$ cat src/rtl/al422b_pkg.sv
// Shared definitions for the AL422B frame writer: FSM encoding, default geometry
// and the AL422B depth used to bound the frame size at elaboration.
package al422b_pkg;

  typedef enum logic [2:0] {
    IDLE,
    WRST,
    ARM,
    ACTIVE,
    DONE
  } state_t;

  localparam int DEF_IMG_W      = 384;
  localparam int DEF_IMG_H      = 288;
  localparam int DEF_RST_CYCLES = 4;
  localparam int DEF_PIX_W      = 17;
  localparam int AL422B_CAPACITY = 393216;

endpackage

$ cat src/rtl/al422b_pattern_gen.sv
// Test pattern source: (col + row) mod 256 for the pixel at the current position.
// Purely combinational; the writer registers it together with WE.
module al422b_pattern_gen #(
  parameter int COL_W = 9,
  parameter int ROW_W = 9
) (
  input  logic [COL_W-1:0] col,
  input  logic [ROW_W-1:0] row,
  output logic [7:0]       pattern
);

  assign pattern = 8'(col) + 8'(row);

endmodule

$ cat src/rtl/al422b_frame_writer.sv
// AL422B write-side controller: captures one windowed frame from a parallel camera
// stream (or test pattern) per start request; WE/DI follow an accepted pixel by 1 clk.
module al422b_frame_writer
  import al422b_pkg::*;
#(
  parameter int IMG_W      = DEF_IMG_W,
  parameter int IMG_H      = DEF_IMG_H,
  parameter int RST_CYCLES = DEF_RST_CYCLES,
  parameter int PIX_W      = DEF_PIX_W
) (
  input  logic             clk,
  input  logic             reset,
  input  logic             start,
  input  logic             pattern_en,
  input  logic             frame_valid,
  input  logic             line_valid,
  input  logic [7:0]       cam_data,
  output logic             fifo_wrst_n,
  output logic             fifo_we_n,
  output logic [7:0]       fifo_di,
  output logic             busy,
  output logic             frame_done,
  output logic [PIX_W-1:0] pix_count,
  output logic             line_err,
  output logic             frame_err
);

  localparam int CW  = $clog2(IMG_W + 1);
  localparam int RW  = $clog2(IMG_H + 1);
  localparam int RCW = (RST_CYCLES > 1) ? $clog2(RST_CYCLES) : 1;

  localparam logic [CW-1:0]    W_MAX    = CW'(IMG_W);
  localparam logic [RW-1:0]    H_MAX    = RW'(IMG_H);
  localparam logic [RCW-1:0]   RST_LAST = RCW'(RST_CYCLES - 1);
  localparam logic [PIX_W-1:0] PIX_MAX  = '1;

  if (IMG_W * IMG_H > AL422B_CAPACITY) begin : g_cap_chk
    $error("frame does not fit in the AL422B");
  end
  if ((2 ** PIX_W) < IMG_W * IMG_H) begin : g_pix_chk
    $error("PIX_W too small for IMG_W*IMG_H");
  end
  if (RST_CYCLES < 1) begin : g_rst_chk
    $error("RST_CYCLES must be at least 1");
  end

  state_t           state, state_nxt;
  logic [CW-1:0]    col, col_nxt;
  logic [RW-1:0]    row, row_nxt;
  logic [RCW-1:0]   rst_cnt, rst_cnt_nxt;
  logic             pat_mode, pat_mode_nxt;
  logic             fv_q, lv_q;
  logic             wrst_n_nxt, we_n_nxt, busy_nxt, done_nxt;
  logic             line_err_nxt, frame_err_nxt;
  logic [7:0]       di_nxt, pattern;
  logic [PIX_W-1:0] pix_nxt;
  logic             accept, last_line;

  al422b_pattern_gen #(.COL_W(CW), .ROW_W(RW)) u_pattern (
    .col     (col),
    .row     (row),
    .pattern (pattern)
  );

  always_comb begin
    state_nxt     = state;
    col_nxt       = col;
    row_nxt       = row;
    rst_cnt_nxt   = rst_cnt;
    pat_mode_nxt  = pat_mode;
    wrst_n_nxt    = 1'b1;
    we_n_nxt      = 1'b1;
    di_nxt        = fifo_di;
    busy_nxt      = busy;
    done_nxt      = 1'b0;
    pix_nxt       = pix_count;
    line_err_nxt  = line_err;
    frame_err_nxt = frame_err;
    accept        = 1'b0;
    last_line     = 1'b0;

    case (state)
      IDLE: begin
        if (start) begin
          state_nxt     = WRST;
          pat_mode_nxt  = pattern_en;
          busy_nxt      = 1'b1;
          pix_nxt       = '0;
          line_err_nxt  = 1'b0;
          frame_err_nxt = 1'b0;
          col_nxt       = '0;
          row_nxt       = '0;
          rst_cnt_nxt   = '0;
          wrst_n_nxt    = 1'b0;
        end
      end
      WRST: begin
        if (rst_cnt == RST_LAST) begin
          state_nxt = ARM;
        end else begin
          wrst_n_nxt  = 1'b0;
          rst_cnt_nxt = rst_cnt + 1'b1;
        end
      end
      ARM: begin
        // Only a fresh rising edge starts capture, so a frame in flight is skipped.
        if (!fv_q && frame_valid) state_nxt = ACTIVE;
      end
      ACTIVE: begin
        accept = frame_valid && line_valid && (col < W_MAX) && (row < H_MAX);
        if (accept) begin
          we_n_nxt = 1'b0;
          di_nxt   = pat_mode ? pattern : cam_data;
          col_nxt  = col + 1'b1;
          if (pix_count != PIX_MAX) pix_nxt = pix_count + 1'b1;
        end
        if (lv_q && !line_valid && (col != '0)) begin
          col_nxt = '0;
          if (row < H_MAX) begin
            row_nxt = row + 1'b1;
            if (col < W_MAX) line_err_nxt = 1'b1;
          end
          last_line = (row_nxt == H_MAX);
        end
        if (last_line || (fv_q && !frame_valid)) begin
          state_nxt     = DONE;
          done_nxt      = 1'b1;
          busy_nxt      = 1'b0;
          frame_err_nxt = (row_nxt < H_MAX);
        end
      end
      DONE: begin
        state_nxt = IDLE;
      end
      default: state_nxt = IDLE;
    endcase
  end

  always_ff @(posedge clk or posedge reset) begin
    if (reset) begin
      state       <= IDLE;
      col         <= '0;
      row         <= '0;
      rst_cnt     <= '0;
      pat_mode    <= 1'b0;
      fv_q        <= 1'b0;
      lv_q        <= 1'b0;
      fifo_wrst_n <= 1'b1;
      fifo_we_n   <= 1'b1;
      fifo_di     <= '0;
      busy        <= 1'b0;
      frame_done  <= 1'b0;
      pix_count   <= '0;
      line_err    <= 1'b0;
      frame_err   <= 1'b0;
    end else begin
      state       <= state_nxt;
      col         <= col_nxt;
      row         <= row_nxt;
      rst_cnt     <= rst_cnt_nxt;
      pat_mode    <= pat_mode_nxt;
      fv_q        <= frame_valid;
      lv_q        <= line_valid;
      fifo_wrst_n <= wrst_n_nxt;
      fifo_we_n   <= we_n_nxt;
      fifo_di     <= di_nxt;
      busy        <= busy_nxt;
      frame_done  <= done_nxt;
      pix_count   <= pix_nxt;
      line_err    <= line_err_nxt;
      frame_err   <= frame_err_nxt;
    end
  end

endmodule

$ cat config.mk
export PLATFORM = sky130hd
export DESIGN_NAME = al422b_frame_writer
export DESIGN_NICKNAME = d
export VERILOG_FILES = /design/src/rtl/al422b_pkg.sv /design/src/rtl/al422b_pattern_gen.sv /design/src/rtl/al422b_frame_writer.sv
export SDC_FILE = /design/constraint.sdc
export NUM_CORES = 1
export LEC_CHECK = 0
export ABC_AREA = 1
export CAP_MARGIN = 40
export CORE_AREA = 3 3 72 124
export CTS_CLUSTER_DIAMETER = 200
export DETAILED_ROUTE_END_ITERATION = 10
export DIE_AREA = 0 0 75 127
export PLACE_DENSITY = 0.75
export SLEW_MARGIN = 0
export SYNTH_ARGS = -nofsm -noshare
export SYNTH_HDL_FRONTEND = slang
export SYNTH_HIERARCHICAL = 1
export SYNTH_SLANG_ARGS = --single-unit
$ cat constraint.sdc
create_clock -name clk -period 4.2 [get_ports clk]
set_input_delay 0.84 -clock clk [delete_from_list [all_inputs] [get_ports clk]]
set_output_delay 0.84 -clock clk [all_outputs]
set_load 0.005 [all_outputs]
; Word level (Yosys, flattened, before mapping)
; Index checks and enable logic that the tools add are counted.
; Widths: inputs -> output; s select.
[totals]
ff_bits = 57
latchBits = 0
ram_bits = 0
mem_bits_ro = 0
inputBits = 14
out_inout_bits = 31
word_cells = 106
mem_count = 0
[op_classes]
addsub = 5
n_mul = 0
n_div = 0
magnitude_cmp = 3
n_eq_ne = 17
shift = 0
mux = 42
bitwise = 0
reduce_logical = 24
[ops]
columns = operator, n
row1 = $mux 9, 8
row2 = $mux 17, 3
row3 = $pmux 9 s2, 2
row4 = $pmux 17 s2, 1
row5 = $lt 9x9->1 const B, 3
row6 = $ne 2x2->1 const B, 10
row7 = $add 9x1->9 const B, 2
row8 = $add 17x1->17 const B, 1
row9 = $ne 17x17->1 const B, 1
row10 = $mux 1, 15
row11 = $mux 3, 4
row12 = $pmux 3 s4, 1
row13 = $eq 9x9->1 const B, 1
row14 = $reduce_and 3->1, 3
row15 = $reduce_bool 9->1, 1
row16 = $add 8x8->8, 1
row17 = $mux 8, 1
row18 = $pmux 1 s2, 4
row19 = $reduce_and 4->1, 2
row20 = $logic_and 1x1->1, 7
row21 = $eq 3x2->1 const B, 2
row22 = $reduce_and 2->1, 3
row23 = $reduce_and 5->1, 1
row24 = $mux 2, 2
row25 = 9 further kinds, 12

; Logic depth before layout (Yosys ltp)
[logic_depth]
depth_word = 11
ltp_mapped = 15
mapped_depth_nobuf = 15

; Hierarchy
; The synthesis kept the hierarchy.
[by_module_without_submodules]
columns = module, instances, cells_per_inst, area_each_um2, seq_area_each_um2
row1 = al422b_frame_writer, 1, 401, 3190.6, 1428.9
row2 = al422b_pattern_gen, 1, 60, 361.6, 0.0

; Worst setup path after synthesis
; Ideal clock, no wire load.
[synth_timing]
kind = in2reg
from = input frame_valid
to = register pix_count[6]
setup_ns = 0.119
arrival_time_ns = 1.754
t_required_ns = 4.081
setup_slack_ns = 2.328
path_stages = 9
path_buffers = 0
cell_sequence = and3_1 -> nand2_4 -> nor2_8 -> nand2_4 -> nand2_8 -> nand2_1 -> o21ai_1 -> nand2_1 -> o21a_1
[synth_via]
elab_chain_len = 5
[synth_rtl]
columns = element, line
row1 = from (decl), al422b_frame_writer.sv:15  ; input logic frame_valid,
row2 = $logic_and 1x1->1 (3 in a row), al422b_frame_writer.sv:110  ; accept = frame_valid && line_valid && (col < W_MAX) && (row < H_MAX);
row3 = $ne 2x2->1 (no source line), --
row4 = $reduce_and 4->1 (no source line), --
row5 = to (signal assigned), al422b_frame_writer.sv:169  ; pix_count <= pix_nxt;
row6 = to (decl), al422b_frame_writer.sv:23  ; output logic [PIX_W-1:0] pix_count,
; Every way passes these cells.
; A chain may end at the register's enable or synchronous reset.

; Final worst setup path
[layout_timing]
from = input frame_valid
to = register col[7]
[layout_via]
elab_chain_len = 5
[layout_rtl]
columns = element, line
row1 = $logic_and 1x1->1 (3 in a row), al422b_frame_writer.sv:110
row2 = $ne 3x3->1 (no source line), --
row3 = $reduce_and 3->1 (no source line), --
row4 = to (signal assigned), al422b_frame_writer.sv:158  ; col <= col_nxt;
row5 = to (decl), al422b_frame_writer.sv:48  ; logic [CW-1:0] col, col_nxt;
; Every way passes these cells.

==> results.cfg <==
[worst_setup_path]
end_kind = flip-flop
critPathKind = input port to flip-flop
reg2reg_to = pix_count[6]$_DFFE_PP0P_
reg2reg_depth = 13
endpoint = col[7]$_DFFE_PP0P_
start_kind = input port
regToRegSetupSlack_ns = 2.00
arrival_ns = 2.54
required_ns = 4.47
reg2reg_from = pix_count[1]$_DFFE_PP0P_
crit_path_start = frame_valid
path_max_fanout = 19

[synthesis]
ys_ff_latch = 57
synth_area_per_cell_um2 = 7.71
synth-async-reset-ratio = 1.00
ys.warnings.count = 6
synth_area_mm2 = 0.00355
synthFlopType = dfrtp_1
syn_inst = 461
syn_nets = 489
yosysSeqAreaShare = 0.402
synth-edff-count = 0
synth_cell_types = 42

[floorplanning]
num_rows = 43
pin_count = 45
die_area_mm2 = 0.00953
coreArea_mm2 = 0.00802
start_util = 0.443
die_height_um = 127
die_w_um = 75

[place]
port_buffers = 44
dp.cells = 591
gp_congestion = 0.890
post-dp-hpwl_um = 6650

[detailed_routing]
wl_um = 8890
vias = 3219
firstDrtPassIters = 4
routedWlPerCell_um = 14.6
drtIter0Drc = 160
route.detailed.drc = 0
avgViaCountPerCell = 5.30
drtAntennaViolNets = 0

[min_path]
hold_path_class = flip-flop to flip-flop

[sta]
tns_ns = 0
setup-violations-final = 0
finalHoldViolCount = 0
maxSlewViolCount = 0
tightest_slew_ns = 0.466
period_share = 0.540
fmax_ghz = 0.441
fin_worst_skew_ns = 0.00994
rsz0062_at_grt = false
finalCriticalPeriod_ns = 2.27
slew_headroom = 0.689

[power_and_ir_drop]
leakage_uw = 0.00210
powerDensity_mw_per_mm2 = 533
worst_ir_drop_vdd_mv = 0.367
p_total_uw = 2350

[grt]
grtUsageMet3 = 0.0409
antenna_found_initial = 0
grt_pass1_wl_um = 15000
grt.total_usage = 0.207
grt_pass1_vias = 3335
met1_usage = 0.204
grt_overflow = 0
met2_usage = 0.388
grt_max_degree = 40
grt_busiest_layer = met2

[layout]
synthToLayoutAreaGrowth_pct = 24.3
layout_common_cells = nand2_1, inv_1, dfrtp_1
antenna_cells = 0
multi_input_area_mm2 = 0.00183
finalNonFillerCells = 607
final_common_cell = nand2_1
drive_above_1_share = 0.103
seq_area_mm2 = 0.00143
fin_nets = 540
n_fill_cell = 705

[clock_network]
clkLatencyLatePin_ns = 0.34
clock-sinks = 57
hold_buffers = 0
clock_path_buffers = 2
cts_resized = 0
htreeDepth = 3
cts_root_buffer = clkbuf_16
clk_pin_slew_ns = 0.05
cts_buffers = 9
tritoncts = yes
post_cts_buffers = 0

[status]
status = complete, no violations

[run]
maxCapViolCount = 0
-- flip-flops by register name, indices dropped and copies added, names as in the netlist, 2 cells and up --
| signal | flops |
|---|---|
| rst_cnt | 2 |
| state | 3 |
| col | 9 |
| row | 9 |
| pix_count | 17 |
| fifo_di | 8 |
-- area by class of cell --
type                            count  share of cell area
Tap cell                           90              0.0255
Multi-Input combinational cell    332               0.415
Clock buffer                       14              0.0598
Clock inverter                      2              0.0136
Inverter                           66              0.0564
Timing Repair Buffer               46               0.106
Sequential cell                    57               0.324
-- routing by layer --
metal | up-vias | share of wire
met2 | 73 | 0.59
met3 | 19 | 0.027
met5 | - | 0
li1 | 1606 | -
met4 | 0 | 0.025
met1 | 1521 | 0.35
-- power breakdown --
part | switching, uW | leakage (uW) | total (uW) | internal [uW]
Combinational | 479 | 0.00118 | 792 | 313
Clock | 249 | 0.000157 | 800 | 552
Sequential | 103 | 0.000763 | 760 | 656
Total | 831 | 0.00210 | 2350 | 1520
-- Yosys cell counts (3+ instances only) --
| master | instances | share of area |
|---|---|---|
| nand4_1 | 6 | 0.011 |
| o22ai_1 | 4 | 0.0070 |
| nand2_4 | 6 | 0.019 |
| nor2_1 | 39 | 0.041 |
| nand3_2 | 3 | 0.0085 |
| inv_1 | 58 | 0.061 |
| a32o_1 | 4 | 0.011 |
| xnor2_1 | 5 | 0.012 |
| nand2_2 | 5 | 0.0088 |
| o31ai_1 | 3 | 0.0063 |
| o21a_1 | 3 | 0.0063 |
| o21ai_1 | 4 | 0.0056 |
| a21oi_1 | 21 | 0.030 |
| dfrtp_1 | 55 | 0.39 |
| xor2_1 | 4 | 0.0099 |
| o21ai_0 | 25 | 0.035 |
| clkbuf_1 | 3 | 0.0032 |
| nand2_1 | 120 | 0.13 |
| nor2_2 | 7 | 0.012 |
| nor3_1 | 9 | 0.013 |
| nand3_1 | 35 | 0.049 |
| ha_1 | 13 | 0.046 |
| inv_2 | 6 | 0.0063 |
-- how the worst min path moves through the flow --
stage,end,slack (ns),from,cells after the start
floorplan,rst_cnt[1]$_DFFE_PP0P_,0.45,rst_cnt[1]$_DFFE_PP0P_,2
global placement,fifo_di[3]$_DFFE_PP0P_,0.47,fifo_di[3]$_DFFE_PP0P_,2
detailed placement,frame_err$_DFFE_PP0P_,0.46,frame_err$_DFFE_PP0P_,2
CTS,fifo_di[3]$_DFFE_PP0P_,0.49,fifo_di[3]$_DFFE_PP0P_,2
global route,frame_err$_DFFE_PP0P_,0.50,frame_err$_DFFE_PP0P_,2
finish,fifo_di[3]$_DFFE_PP0P_,0.48,fifo_di[3]$_DFFE_PP0P_,2
-- kinds of logic (layout without fill, tap and decap cells) --
group | count (synthesis) | after routing | synth area share
buffers and inverters | 72 | 128 | 0.0817
AO/OA/AOI/OAI | 67 | 67 | 0.109
flip-flops | 57 | 57 | 0.402
adder cells (fa/ha/maj) | 14 | 14 | 0.0514
AND/OR/NAND/NOR | 241 | 241 | 0.325
XOR/XNOR | 10 | 10 | 0.0299
-- worst max-delay path: stages --
cell and delay (ns):
clkdlybuf4s50_1 0.49, and3_1 0.21, nand2_4 0.08, nor2_8 0.14, inv_2 0.16, nand2_4 0.20, nand4_2 0.11, a21oi_1 0.15
o21a_1 0.14
-- through the flow --
stage	util	area [um^2]	setup slack, ns	hold slack, ns
3_3_place_gp	0.508	4070	1.67	0.470
2_1_floorplan	-	3550	1.96	0.453
5_1_grt	0.551	4420	1.70	0.505
6_report	0.551	4420	1.93	0.481
4_1_cts	0.551	4420	1.94	0.486
3_5_place_dp	0.510	4090	1.63	0.463
Power figures use the tool's default switching activity.
